## src/rtl/fetch_stage.sv

```systemverilog
// fetch_stage: instruction fetch with a 2-deep output buffer (output reg + skid).
// Issues imem reads, handles redirects (squashing in-flight reads) and stalls.
// Ports:
//   clk, reset (async, active-high)
//   imem_read/imem_address -> instruction memory request
//   imem_resp/imem_rdata   <- one-cycle read completion
//   br_taken/br_target     <- redirect pulse from a later stage
//   stall                  <- downstream cannot accept this cycle
//   if_valid/if_ir/if_pc   -> fetched instruction, pc = fetch address + 2
//   opcode, bit11, bit5, bit4 -> decode fields of if_ir
//   stall_count            -> only with IF_STALL_CNT_EN: saturating count of
//                             cycles with if_valid && stall
module fetch_stage #(
  parameter logic [15:0] RESET_PC = 16'h0000
) (
  input  logic        clk,
  input  logic        reset,
  output logic        imem_read,
  output logic [15:0] imem_address,
  input  logic        imem_resp,
  input  logic [15:0] imem_rdata,
  input  logic        br_taken,
  input  logic [15:0] br_target,
  input  logic        stall,
  output logic        if_valid,
  output logic [15:0] if_ir,
  output logic [15:0] if_pc,
  output logic [3:0]  opcode,
  output logic        bit11,
  output logic        bit5,
  output logic        bit4
`ifdef IF_STALL_CNT_EN
  ,
  output logic [15:0] stall_count
`endif
);

  typedef enum logic [1:0] {
    FETCH  = 2'd0,
    FULL   = 2'd1,
    SQUASH = 2'd2
  } state_e;

  state_e      state_q, state_d;
  logic [15:0] pc_q, pc_d;
  logic [15:0] tgt_q, tgt_d;
  logic        if_valid_q, if_valid_d;
  logic [15:0] if_ir_q, if_ir_d;
  logic [15:0] if_pc_q, if_pc_d;
  logic        skid_valid_q, skid_valid_d;
  logic [15:0] skid_ir_q, skid_ir_d;
  logic [15:0] skid_pc_q, skid_pc_d;

  logic [15:0] pc_inc;
  logic        consume;

  assign pc_inc  = pc_q + 16'd2;
  assign consume = if_valid_q && !stall;

  // Reset forces the request low combinationally so an in-flight
  // read is abandoned in the same cycle reset rises.
  assign imem_read    = !reset && (state_q != FULL);
  assign imem_address = pc_q;

  assign if_valid = if_valid_q;
  assign if_ir    = if_ir_q;
  assign if_pc    = if_pc_q;
  assign opcode   = if_ir_q[15:12];
  assign bit11    = if_ir_q[11];
  assign bit5     = if_ir_q[5];
  assign bit4     = if_ir_q[4];

  always_comb begin
    state_d      = state_q;
    pc_d         = pc_q;
    tgt_d        = tgt_q;
    if_valid_d   = if_valid_q;
    if_ir_d      = if_ir_q;
    if_pc_d      = if_pc_q;
    skid_valid_d = skid_valid_q;
    skid_ir_d    = skid_ir_q;
    skid_pc_d    = skid_pc_q;
    if (br_taken) begin
      if_valid_d   = 1'b0;
      skid_valid_d = 1'b0;
      // A read still in flight must finish before the new
      // address can be presented; park the target meanwhile.
      if (state_q != FULL && !imem_resp) begin
        state_d = SQUASH;
        tgt_d   = br_target;
      end else begin
        state_d = FETCH;
        pc_d    = br_target;
      end
    end else begin
      unique case (state_q)
        FETCH: begin
          if (consume) if_valid_d = 1'b0;
          if (imem_resp) begin
            pc_d = pc_inc;
            if (!if_valid_q || !stall) begin
              if_valid_d = 1'b1;
              if_ir_d    = imem_rdata;
              if_pc_d    = pc_inc;
            end else begin
              skid_valid_d = 1'b1;
              skid_ir_d    = imem_rdata;
              skid_pc_d    = pc_inc;
              state_d      = FULL;
            end
          end
        end
        FULL: begin
          if (!stall) begin
            if_valid_d   = skid_valid_q;
            if_ir_d      = skid_ir_q;
            if_pc_d      = skid_pc_q;
            skid_valid_d = 1'b0;
            state_d      = FETCH;
          end
        end
        SQUASH: begin
          if (consume) if_valid_d = 1'b0;
          if (imem_resp) begin
            pc_d    = tgt_q;
            state_d = FETCH;
          end
        end
        default: state_d = FETCH;
      endcase
    end
  end

  always_ff @(posedge clk or posedge reset) begin
    if (reset) begin
      state_q      <= FETCH;
      pc_q         <= RESET_PC;
      tgt_q        <= RESET_PC;
      if_valid_q   <= 1'b0;
      if_ir_q      <= 16'h0000;
      if_pc_q      <= 16'h0000;
      skid_valid_q <= 1'b0;
      skid_ir_q    <= 16'h0000;
      skid_pc_q    <= 16'h0000;
    end else begin
      state_q      <= state_d;
      pc_q         <= pc_d;
      tgt_q        <= tgt_d;
      if_valid_q   <= if_valid_d;
      if_ir_q      <= if_ir_d;
      if_pc_q      <= if_pc_d;
      skid_valid_q <= skid_valid_d;
      skid_ir_q    <= skid_ir_d;
      skid_pc_q    <= skid_pc_d;
    end
  end

`ifdef IF_STALL_CNT_EN
  logic [15:0] stall_cnt_q, stall_cnt_d;

  always_comb begin
    stall_cnt_d = stall_cnt_q;
    if (if_valid_q && stall && stall_cnt_q != 16'hFFFF)
      stall_cnt_d = stall_cnt_q + 16'd1;
  end

  always_ff @(posedge clk or posedge reset) begin
    if (reset) stall_cnt_q <= 16'h0000;
    else       stall_cnt_q <= stall_cnt_d;
  end

  assign stall_count = stall_cnt_q;
`endif

endmodule

```

## config.mk

```make
export PLATFORM = sky130hd
export DESIGN_NAME = fetch_stage
export DESIGN_NICKNAME = d
export VERILOG_FILES = /design/src/rtl/fetch_stage.sv
export SDC_FILE = /design/constraint.sdc
export NUM_CORES = 1
export LEC_CHECK = 0
export BUFFER_PORTS_ARGS = -buffer_cell sky130_fd_sc_hd__buf_2
export CAP_MARGIN = 10
export CORE_MARGIN = 3
export CORE_UTILIZATION = 45
export CTS_CLUSTER_SIZE = 16
export DETAILED_ROUTE_END_ITERATION = 7
export GPL_TIMING_DRIVEN = 0
export PLACE_DENSITY = 0.65
export SYNTH_ARGS = -nofsm -noshare
export SYNTH_HDL_FRONTEND = slang
export SYNTH_SLANG_ARGS = --single-unit
export TNS_END_PERCENT = 50
```

## constraint.sdc

```tcl
create_clock -name clk -period 3.9 [get_ports clk]
set_clock_uncertainty 0.05 [all_clocks]
set_input_delay 0.975 -clock clk [delete_from_list [all_inputs] [get_ports clk]]
set_output_delay 0.975 -clock clk [all_outputs]
set_load 0.005 [all_outputs]
```

## Word-level counts from Yosys, hierarchy flattened

Index checks and enable logic that the tools add are counted.

- Reduce and logical (&&, ||, !) cells: 20
- Equality and inequality tests: 11
- Add/subtract/negate cells: 1
- Multiplexer cells: 31
- Bitwise operators: 2

Operators by type and width:

| operator | count |
|---|---|
| $mux 16 | 10 |
| $pmux 16 s2 | 3 |
| $add 16x2->16 const B | 1 |
| $reduce_and 4->1 | 4 |
| $mux 2 | 6 |
| $ne 3x3->1 const B | 4 |
| $mux 1 | 9 |
| $ne 2x2->1 const B | 4 |
| $pmux 2 s3 | 1 |
| $reduce_bool 3->1 | 2 |
| $reduce_and 5->1 | 1 |
| $logic_not 1->1 | 4 |
| $reduce_and 2->1 | 2 |
| $reduce_bool 4->1 | 1 |
| $logic_and 1x1->1 | 3 |
| $pmux 1 s3 | 1 |
| $eq 2x1->1 const B | 1 |
| $eq 2x2->1 const B | 1 |
| $logic_not 2->1 | 1 |
| $ne 2x1->1 const B | 1 |
| $not 1->1 | 2 |
| $pmux 1 s2 | 1 |
| $reduce_bool 2->1 | 1 |
| $logic_or 1x1->1 | 1 |

- Register bits after elaboration: 100
- Word-level logic and storage cells: 74
- Bits of input ports: 37

## Depth between registers and ports, before layout

Gate-level depths: netlist of run 1.

- Word-level depth: 7
- Depth in mapped cells: 9
- Gate-level depth less buffers: 6

## Least setup slack after synthesis of run 1

OpenSTA, ideal clock, no wires.

- Path kind: flip-flop to output port
- Start point: register state_q[1]
- End point: output port imem_read
- Arrival: 1470 ps
- Path slack: 1405 ps
- Stages on the path, launching flop included: 7
- Cell sequence: dfrtp_1 inv_1 ha_1 buf_2 buf_2 buf_1 nor2_1

- Longest elaborated chain between the ends: 2

Ends and longest elaborated chain:

| item | line | RTL |
|---|---|---|
| start: declaration | 44 | `state_e state_q, state_d;` |
| start signal: assignment | 146 | `state_q <= state_d;` |
| $ne 2x1->1 | 62 | `assign imem_read = !reset && (state_q != FULL);` |
| $logic_and 1x1->1 | 62 |  |
| end: declaration | 18 | `output logic imem_read,` |

No other way between the ends.

## Worst setup path in the final report of run 1

Ends and elaborated chain as after synthesis.

==> tab_implementation.tex, run 1 <==
\begin{tabular}{lr}
\hline
Metric & Value \\
\hline
\multicolumn{2}{l}{\textbf{Drt}} \\
Met2 Wirelength & roughly 5800 µm \\
DRC violation count after routing & 0 \\
Detailed Route Iter0 Violations & between 300 and 400 \\
First-pass DRT Iterations & 5 \\
Wire length reported by the detailed router & approximately 13000 µm \\
Routed length on met3 & 880 µm \\
Average via count per standard cell & 5.577 \\
Antenna-violating nets left & 0 \\
Wire length the detailed router placed on met1 & 5850 µm \\
Vias & 4183 \\
Routed wire length per instance & approximately 17 µm \\
Highest signal layer in the routed design & met4 \\
\multicolumn{2}{l}{\textbf{Yosys}} \\
Flops \& latches, synth & 100 \\
Post-synth ARST share & 1.000 \\
Cell with the most instances after synthesis & sky130\_fd\_sc\_hd\_\_dfrtp\_1 \\
Top post-synthesis cells by count & 100 x sky130\_fd\_sc\_hd\_\_dfrtp\_1, 71 x sky130\_fd\_sc\_hd\_\_nand2\_1, 67 x sky130\_fd\_sc\_hd\_\_o21ai\_0, 31 x sky130\_fd\_sc\_hd\_\_nor2\_1, 24 x sky130\_fd\_sc\_hd\_\_mux2\_2 \\
Synth area leader & sky130\_fd\_sc\_hd\_\_dfrtp\_1 \\
Count of flip-flops with a built-in enable after synthesis & 0 \\
Gate Count Post-Synth & 505 \\
Top FF cell, synth & sky130\_fd\_sc\_hd\_\_dfrtp\_1 \\
Part of the Yosys area used for sequential elements & 0.5074 \\
Mapped Nets & 546 \\
Area share of the largest cell type after synthesis & 0.5074 \\
Total standard cell area after synthesis & 0.004932 mm² \\
Count of synthesis-stage warnings from yosys & 0 \\
Synth unique cells & 51 \\
Top cells by area, synth & sky130\_fd\_sc\_hd\_\_dfrtp\_1 51\%, sky130\_fd\_sc\_hd\_\_o21ai\_0 6.8\%, sky130\_fd\_sc\_hd\_\_mux2\_2 5.5\%, sky130\_fd\_sc\_hd\_\_nand2\_1 5.4\%, sky130\_fd\_sc\_hd\_\_mux2i\_1 4.1\% \\
Post-Synthesis Mean Instance Area & 9.767 µm² \\
\multicolumn{2}{l}{\textbf{Final layout}} \\
Flip-flop and latch area & 0.002502 mm² \\
Antenna Cells & 0 \\
Proportion of layout cells with a drive suffix above 1 & 0.2638 \\
Fillers & 986 \\
Final Util & 0.5495 \\
Combined area of the multi-input logic cells & 0.002188 mm² \\
Summed area of non-filler cells in the final layout & 0.005774 mm² \\
Number of standard cells in the layout, taps in and fillers out & between 700 and 800 \\
Layout-stage area growth over the synthesis result & 17.07\% \\
Layout net count & 650 \\
\multicolumn{2}{l}{\textbf{Timing}} \\
Final cycle utilization of the critical path & 0.8555 \\
Number of setup violations in the final report & 0 \\
Tightest hold margin & 0.4263 ns \\
Fin crit period & 3.336 ns \\
Number of pins with negative max-slew slack in the final report & 0 \\
Setup repair after global routing missed its margin & no \\
Maximum achievable frequency & 299.7 MHz \\
Final hold vios & 0 \\
Remaining max-slew budget at the tightest pin & 0.4749 \\
Transition time of the tightest slew-check pin & 0.7840 ns \\
\multicolumn{2}{l}{\textbf{Worst setup path}} \\
Startpoint Class & flip-flop \\
Library cell appearing most often on the critical path & sky130\_fd\_sc\_hd\_\_buf\_2 \\
Worst path max stage delay & 0.51 ns \\
Launching instance or port of the critical path & state\_q[1] \\
Data required time at the worst endpoint & $\sim$2.9 ns \\
Maximum fanout along the worst path & 10 \\
RR Startpoint & state\_q[0] \\
Kind of capture point of the worst setup path & primary output \\
Ordered cell list for the critical path & inv\_1 > ha\_1 > buf\_2 > buf\_2 > buf\_1 > nor2\_1 > buf\_2 \\
R2R cell count & 9 \\
Type of the setup path with the least slack & flip-flop to primary output \\
Data arrival time of the critical path & 2.31 ns \\
Standard cell with the maximum stage delay on the critical path & sky130\_fd\_sc\_hd\_\_buf\_1 \\
\multicolumn{2}{l}{\textbf{Pwr}} \\
Switching power summed over all nets & between 900 and 1000 µW \\
Relative contribution of combinational cells to total power & 0.263 \\
Total power draw & 2856 µW \\
Proportion of power drawn by the clock network & 0.221 \\
Lkg Pwr & 0.002615 µW \\
Seq pwr share & 0.516 \\
Power Density & about 490 mW/mm² \\
Sw Ratio & 0.3343 \\
Worst voltage drop across the vdd grid & 0.2000 mV \\
Internal power contribution & 1901 µW \\
\multicolumn{2}{l}{\textbf{Worst hold path}} \\
Worst hold start & tgt\_q[13] \\
Worst hold path stage count & 2 \\
Kind of path behind the tightest hold check & flip-flop to flip-flop \\
\multicolumn{2}{l}{\textbf{Global routing}} \\
Total gr overflow & 0 \\
Largest net degree at the start of global routing & 71 \\
Global-route wire length before repair & 21820 µm \\
Global routing usage summed across all routing layers & 0.2155 \\
Number of global-route vias before repair & between 4000 and 5000 \\
Antenna violations before repair & 0 \\
\multicolumn{2}{l}{\textbf{Outcome}} \\
Result of the run & complete, no violations \\
\multicolumn{2}{l}{\textbf{Flow run}} \\
Maximum Capacitance Violations & 0 \\
\multicolumn{2}{l}{\textbf{Clock network}} \\
Clk\_lat worst skew & 0.37 ns \\
Hold\_buf cts & 0 \\
Post-CTS setup-driven buffer insertion count & 0 \\
Clock Path Buffers & 2 \\
Clock Tree Root & sky130\_fd\_sc\_hd\_\_clkbuf\_8 \\
Sinks on Clock Net & 100 \\
Number of gates resized after cts & 0 \\
TritonCTS Buffers & 9 \\
Deepest level of the CTS H-tree & 3 \\
Clock slew seen by the registers of the worst setup and hold paths & approximately 0.10 ns \\
CTS tree & done \\
\multicolumn{2}{l}{\textbf{Floorplanning}} \\
Row count & 37 \\
Die width & about 110 µm \\
Area of the core region & 0.01051 mm² \\
DIE AREA & 0.01225 mm² \\
Initial Util & 0.4693 \\
Number of top-level pins & 94 \\
Overall die height & 110.7 µm \\
\multicolumn{2}{l}{\textbf{Placed design}} \\
Count of buffers inserted at the top-level ports & 92 \\
Total placed cells including tap cells & 734 \\
Estimated wirelength of the detail-placed design & 9304 µm \\
Post-detailed-placement cell area & roughly 0.0056 mm² \\
Gp weighted congestion & 0.8625 \\
\hline
\end{tabular}
==> routing by layer <==
| metal | global-route usage | vias up |
|---|---|---|
| met5 | 0 | - |
| met4 | 0.06732 | 0 |
| met3 | 0.03821 | 14 |
| met2 | 0.3293 | 127 |
| met1 | 0.3131 | 2039 |
| li1 | - | 2003 |
==> cells in the final DEF (no fill, tap or decap), types with 3 or more instances in the layout <==
cell type,instances
sky130_fd_sc_hd__buf_4,9
sky130_fd_sc_hd__o31ai_1,7
sky130_fd_sc_hd__o21a_1,4
sky130_fd_sc_hd__mux2i_1,20
sky130_fd_sc_hd__o22ai_1,3
sky130_fd_sc_hd__o21ai_0,67
sky130_fd_sc_hd__clkbuf_1,20
sky130_fd_sc_hd__o211ai_1,10
sky130_fd_sc_hd__buf_2,102
sky130_fd_sc_hd__buf_1,3
sky130_fd_sc_hd__dfrtp_1,100
sky130_fd_sc_hd__nor3_1,8
sky130_fd_sc_hd__a21oi_1,22
sky130_fd_sc_hd__nor4_1,3
sky130_fd_sc_hd__a22oi_1,4
sky130_fd_sc_hd__a221oi_1,4
sky130_fd_sc_hd__ha_1,4
sky130_fd_sc_hd__clkbuf_8,9
sky130_fd_sc_hd__nand2b_1,4
sky130_fd_sc_hd__inv_1,8
sky130_fd_sc_hd__a31oi_1,10
sky130_fd_sc_hd__xnor2_1,7
sky130_fd_sc_hd__nand2_1,71
sky130_fd_sc_hd__nor2_1,31
sky130_fd_sc_hd__nand3_1,8
sky130_fd_sc_hd__or3_1,8
sky130_fd_sc_hd__o2bb2ai_1,5
sky130_fd_sc_hd__mux2_2,24
sky130_fd_sc_hd__a211oi_1,3
==> through the flow <==
step                setup slack, ns  setup TNS (ns)
global placement            -0.9719          -96.67
CTS                          0.5185               0
finish                       0.5637               0
floorplan                    0.2562               0
global route                 0.3724               0
detailed placement           0.9358               0
==> worst max-delay path: cells and delay by family (launching register included) <==
kind / cells / cell delay, ns
adders and majority gates: 1 / 0.19
buffers and inverters: 5 / 1.24
DFF: 1 / 0.41
and+or+nand+nor: 1 / 0.11
==> cells by family (layout without fill, tap and decap cells) <==
| kind of cell | after synthesis | in the layout | synth area share |
|---|---|---|---|
| fa+ha+maj | 4 | 4 | 0.01015 |
| compound gates | 149 | 149 | 0.1847 |
| simple gates | 148 | 148 | 0.1393 |
| flops | 100 | 100 | 0.5074 |
| mux | 44 | 44 | 0.09538 |
| xor+xnor | 8 | 8 | 0.01421 |
| buf+inv | 52 | 161 | 0.04896 |
==> cell type report <==
type	count	share of cell area
Sequential cell	100	0.4334
Multi-Input combinational cell	353	0.3790
Timing Repair Buffer	93	0.08451
Buffer	42	0.03532
Tap cell	136	0.02947
Clock buffer	9	0.02145
Clock inverter	7	0.009967
Inverter	10	0.006934
==> flip-flops by register name, indices dropped and copies added, names as in the netlist <==
signal and flops:
if_ir 16, if_pc 16, if_valid 1, imem_address 16
skid_ir_q 16, skid_pc_q 16, skid_valid_q 1, state_q 2
tgt_q 16
==> worst paths after layout <==
check | endpoint | slack [ns]
setup / recovery | imem_read | 0.56
hold / removal | tgt_q[13] | 0.43
setup reg to reg | if_ir[4] | 1.18
hold reg to reg | tgt_q[13] | 0.43
max in group asynchronous | if_pc[5] | 2.56
min in group asynchronous | if_ir[1] | 0.55
==> power by group through the flow <==
stage	clock network, µW	logic (µW)	registers [µW]
floorplan	0	448	1470
global placement	0	733	1480
detailed placement	0	758	1500
CTS	645	761	1470
global route	689	855	1510
finish	630	752	1470
No activity file was read; power rests on OpenSTA's default activity.
==> run 2: changes to the inputs <==
--- a/config.mk
+++ b/config.mk
@@ -9,9 +9,11 @@
 export CAP_MARGIN = 10
 export CORE_MARGIN = 3
 export CORE_UTILIZATION = 45
+export CTS_CLUSTER_DIAMETER = 150
 export CTS_CLUSTER_SIZE = 16
 export DETAILED_ROUTE_END_ITERATION = 7
 export GPL_TIMING_DRIVEN = 0
+export MAX_ROUTING_LAYER = met4
 export PLACE_DENSITY = 0.65
 export SYNTH_ARGS = -nofsm -noshare
 export SYNTH_HDL_FRONTEND = slang
==> run 2 against run 1 <==
  * Worst hold slack improved by 0.0062 ns
  * Die area stayed put
  * Count of clock-buffer cells in the layout unchanged
  * Wire length fell by 0.12%
==> tab_implementation.tex, run 2 (same netlist as run 1, synthesis figures left out) <==
\begin{tabular}{lr}
\hline
Metric & Value \\
\hline
\multicolumn{2}{l}{\textbf{Worst hold path}} \\
Kind of path behind the tightest hold check & flip-flop to flip-flop (unchanged) \\
Worst hold start & tgt\_q[0] (was tgt\_q[13]) \\
\multicolumn{2}{l}{\textbf{Timing}} \\
Setup total negative slack & 0 ns (unchanged) \\
Final hold vios & 0 (unchanged) \\
Setup repair after global routing missed its margin & no (unchanged) \\
Final cycle utilization of the critical path & 0.8456 (was 0.8555) \\
Number of pins with negative max-slew slack in the final report & 0 (unchanged) \\
Tightest hold margin & 0.4325 ns (was 0.4263 ns) \\
Maximum achievable frequency & 303.2 MHz (was 299.7 MHz) \\
Transition time of the tightest slew-check pin & 0.6729 ns (was 0.7840 ns) \\
Number of setup violations in the final report & 0 (unchanged) \\
Fin crit period & 3.298 ns (was 3.336 ns) \\
Post-route worst setup slack & 0.6023 ns (was 0.5637 ns) \\
Remaining max-slew budget at the tightest pin & 0.5473 (was 0.4749) \\
\multicolumn{2}{l}{\textbf{Drt}} \\
Vias & 4207 (was 4183) \\
Routed wire length per instance & 16.89 µm (was 16.91 µm) \\
Met2 Wirelength & 5811 µm (was 5791 µm) \\
Highest signal layer in the routed design & met4 (unchanged) \\
Wire length the detailed router placed on met1 & 6091 µm (was 5850 µm) \\
Routed length on met3 & 639 µm (was 880 µm) \\
Wire length reported by the detailed router & 12670 µm (was 12690 µm) \\
Detailed Route Iter0 Violations & 260 (was 301) \\
DRC violation count after routing & 0 (unchanged) \\
Average via count per standard cell & 5.609 (was 5.577) \\
First-pass DRT Iterations & 7 (was 5) \\
Antenna-violating nets left & 0 (unchanged) \\
\multicolumn{2}{l}{\textbf{Worst setup path}} \\
Data required time at the worst endpoint & 2.87 ns (about the same) \\
Type of the setup path with the least slack & flip-flop to primary output (unchanged) \\
RR Startpoint & state\_q[0] (unchanged) \\
Kind of capture point of the worst setup path & primary output (unchanged) \\
Startpoint Class & flip-flop (unchanged) \\
Data arrival time of the critical path & 2.27 ns (was 2.31 ns) \\
Launching instance or port of the critical path & state\_q[1] (unchanged) \\
Maximum fanout along the worst path & 10 (unchanged) \\
\multicolumn{2}{l}{\textbf{Global routing}} \\
Antenna violations before repair & 0 (unchanged) \\
Global routing usage summed across all routing layers & 0.2176 (was 0.2155) \\
Total gr overflow & 0 (unchanged) \\
Number of global-route vias before repair & 4034 (was 4183) \\
Global-route wire length before repair & 21300 µm (was 21820 µm) \\
Largest net degree at the start of global routing & 60 (was 71) \\
\multicolumn{2}{l}{\textbf{Flow run}} \\
Maximum Capacitance Violations & 0 (unchanged) \\
\multicolumn{2}{l}{\textbf{Clock network}} \\
Hold\_buf cts & 0 (unchanged) \\
Deepest level of the CTS H-tree & 3 (unchanged) \\
Clock Path Buffers & 2 (unchanged) \\
TritonCTS Buffers & 9 (unchanged) \\
Sinks on Clock Net & 100 (unchanged) \\
Clk\_lat worst skew & 0.36 ns (was 0.37 ns) \\
Clock Tree Root & sky130\_fd\_sc\_hd\_\_clkbuf\_8 (unchanged) \\
Number of gates resized after cts & 0 (unchanged) \\
Clock slew seen by the registers of the worst setup and hold paths & 0.10 ns (about the same) \\
Post-CTS setup-driven buffer insertion count & 0 (unchanged) \\
CTS tree & done (unchanged) \\
\multicolumn{2}{l}{\textbf{Pwr}} \\
Lkg Pwr & 0.002610 µW (was 0.002615 µW) \\
Power Density & 493.9 mW/mm² (was 494.7 mW/mm²) \\
Worst voltage drop across the vdd grid & 0.2020 mV (was 0.2000 mV) \\
Seq pwr share & 0.517 (was 0.516) \\
Relative contribution of combinational cells to total power & 0.265 (was 0.263) \\
Proportion of power drawn by the clock network & 0.218 (was 0.221) \\
Switching power summed over all nets & 951.7 µW (was 954.9 µW) \\
Sw Ratio & 0.3337 (was 0.3343) \\
Internal power contribution & 1900 µW (was 1901 µW) \\
\multicolumn{2}{l}{\textbf{Placed design}} \\
Worst Setup Slack post-DPL & 0.9584 ns (was 0.9358 ns) \\
Gp weighted congestion & 0.8765 (was 0.8625) \\
Estimated wirelength of the detail-placed design & 9273 µm (was 9304 µm) \\
Count of buffers inserted at the top-level ports & 92 (unchanged) \\
\multicolumn{2}{l}{\textbf{Outcome}} \\
Result of the run & complete, no violations (unchanged) \\
\multicolumn{2}{l}{\textbf{Floorplanning}} \\
DIE AREA & 0.01225 mm² (unchanged) \\
Number of top-level pins & 94 (unchanged) \\
Row count & 37 (unchanged) \\
Overall die height & 110.7 µm (unchanged) \\
Area of the core region & 0.01051 mm² (unchanged) \\
Initial Util & 0.4693 (unchanged) \\
Die width & 110.7 µm (unchanged) \\
\multicolumn{2}{l}{\textbf{Final layout}} \\
Most common cell after layout, fill and taps aside & sky130\_fd\_sc\_hd\_\_buf\_2 (unchanged) \\
Proportion of layout cells with a drive suffix above 1 & 0.2638 (unchanged) \\
Highest-count cells in the layout ignoring fill and taps & 102 x sky130\_fd\_sc\_hd\_\_buf\_2, 100 x sky130\_fd\_sc\_hd\_\_dfrtp\_1, 71 x sky130\_fd\_sc\_hd\_\_nand2\_1 (unchanged) \\
Layout-stage area growth over the synthesis result & 17.07\% (unchanged) \\
Layout net count & 650 (unchanged) \\
Antenna Cells & 0 (unchanged) \\
\hline
\end{tabular}
[run 2: changes by cell type in the layout (fill, tap and decap cells not counted)]
cell	change
sky130_fd_sc_hd__inv_8	-1
sky130_fd_sc_hd__inv_6	+1
sky130_fd_sc_hd__clkinvlp_4	+1
sky130_fd_sc_hd__clkinv_2	-1
[run 2: through the flow]
step / total power (µW) / std cells / util / cell area, µm²
after floorplan: 1918 / 505 / - / 4932
after detailed placement: 2256 / 734 / 0.5322 / 5593
after global placement: 2216 / 733 / 0.5293 / 5563
after global routing: 3049 / 750 / 0.5495 / 5774
final: 2852 / 750 / 0.5495 / 5774
after CTS: 2876 / 750 / 0.5495 / 5774
[run 2: final timing paths]
path / endpoint / slack, ns / depth (start not counted)
worst max register to register: if_ir[6] / 1.30 / 9
worst max-delay path: imem_read / 0.60 / 7
worst min register to register: tgt_q[0] / 0.43 / 2
max in group asynchronous: skid_pc_q[10] / 2.50 / 3
worst min-delay path: tgt_q[0] / 0.43 / 2
min in group asynchronous: if_ir[4] / 0.62 / 2
[run 2: layout make-up]
class                   instances  area (µm²)
clock buffers                   9       123.9
inverters                      10       40.04
plain buffers                  42       203.9
fillers                       982        4735
flip-flops and latches        100        2502
clock inverters                 7       57.56
well taps                     136       170.2
multi-input cells             353        2188
repair buffers                 93       488.0
[run 2: power by group through the flow]
| stage | registers, µW | logic, µW | clock network [µW] |
|---|---|---|---|
| global placement | 1480 | 733 | 0 |
| CTS | 1470 | 761 | 641 |
| finish | 1470 | 755 | 622 |
| global route | 1510 | 853 | 684 |
| detailed placement | 1500 | 759 | 0 |
| floorplan | 1470 | 448 | 0 |
[run 2: worst max-delay path: stages (launching register included)]
cell	delay, ns
sky130_fd_sc_hd__dfrtp_1	0.41
sky130_fd_sc_hd__inv_1	0.09
sky130_fd_sc_hd__ha_1	0.19
sky130_fd_sc_hd__buf_2	0.23
sky130_fd_sc_hd__buf_2	0.26
sky130_fd_sc_hd__buf_1	0.49
sky130_fd_sc_hd__nor2_1	0.10
sky130_fd_sc_hd__buf_2	0.15
[run 2: layer usage]
layer | global-route usage | vias up
li1 | - | 2004
met1 | 0.3124 | 2074
met2 | 0.3329 | 119
met3 | 0.02948 | 10
met4 | 0.04680 | 0
met5 | - | -
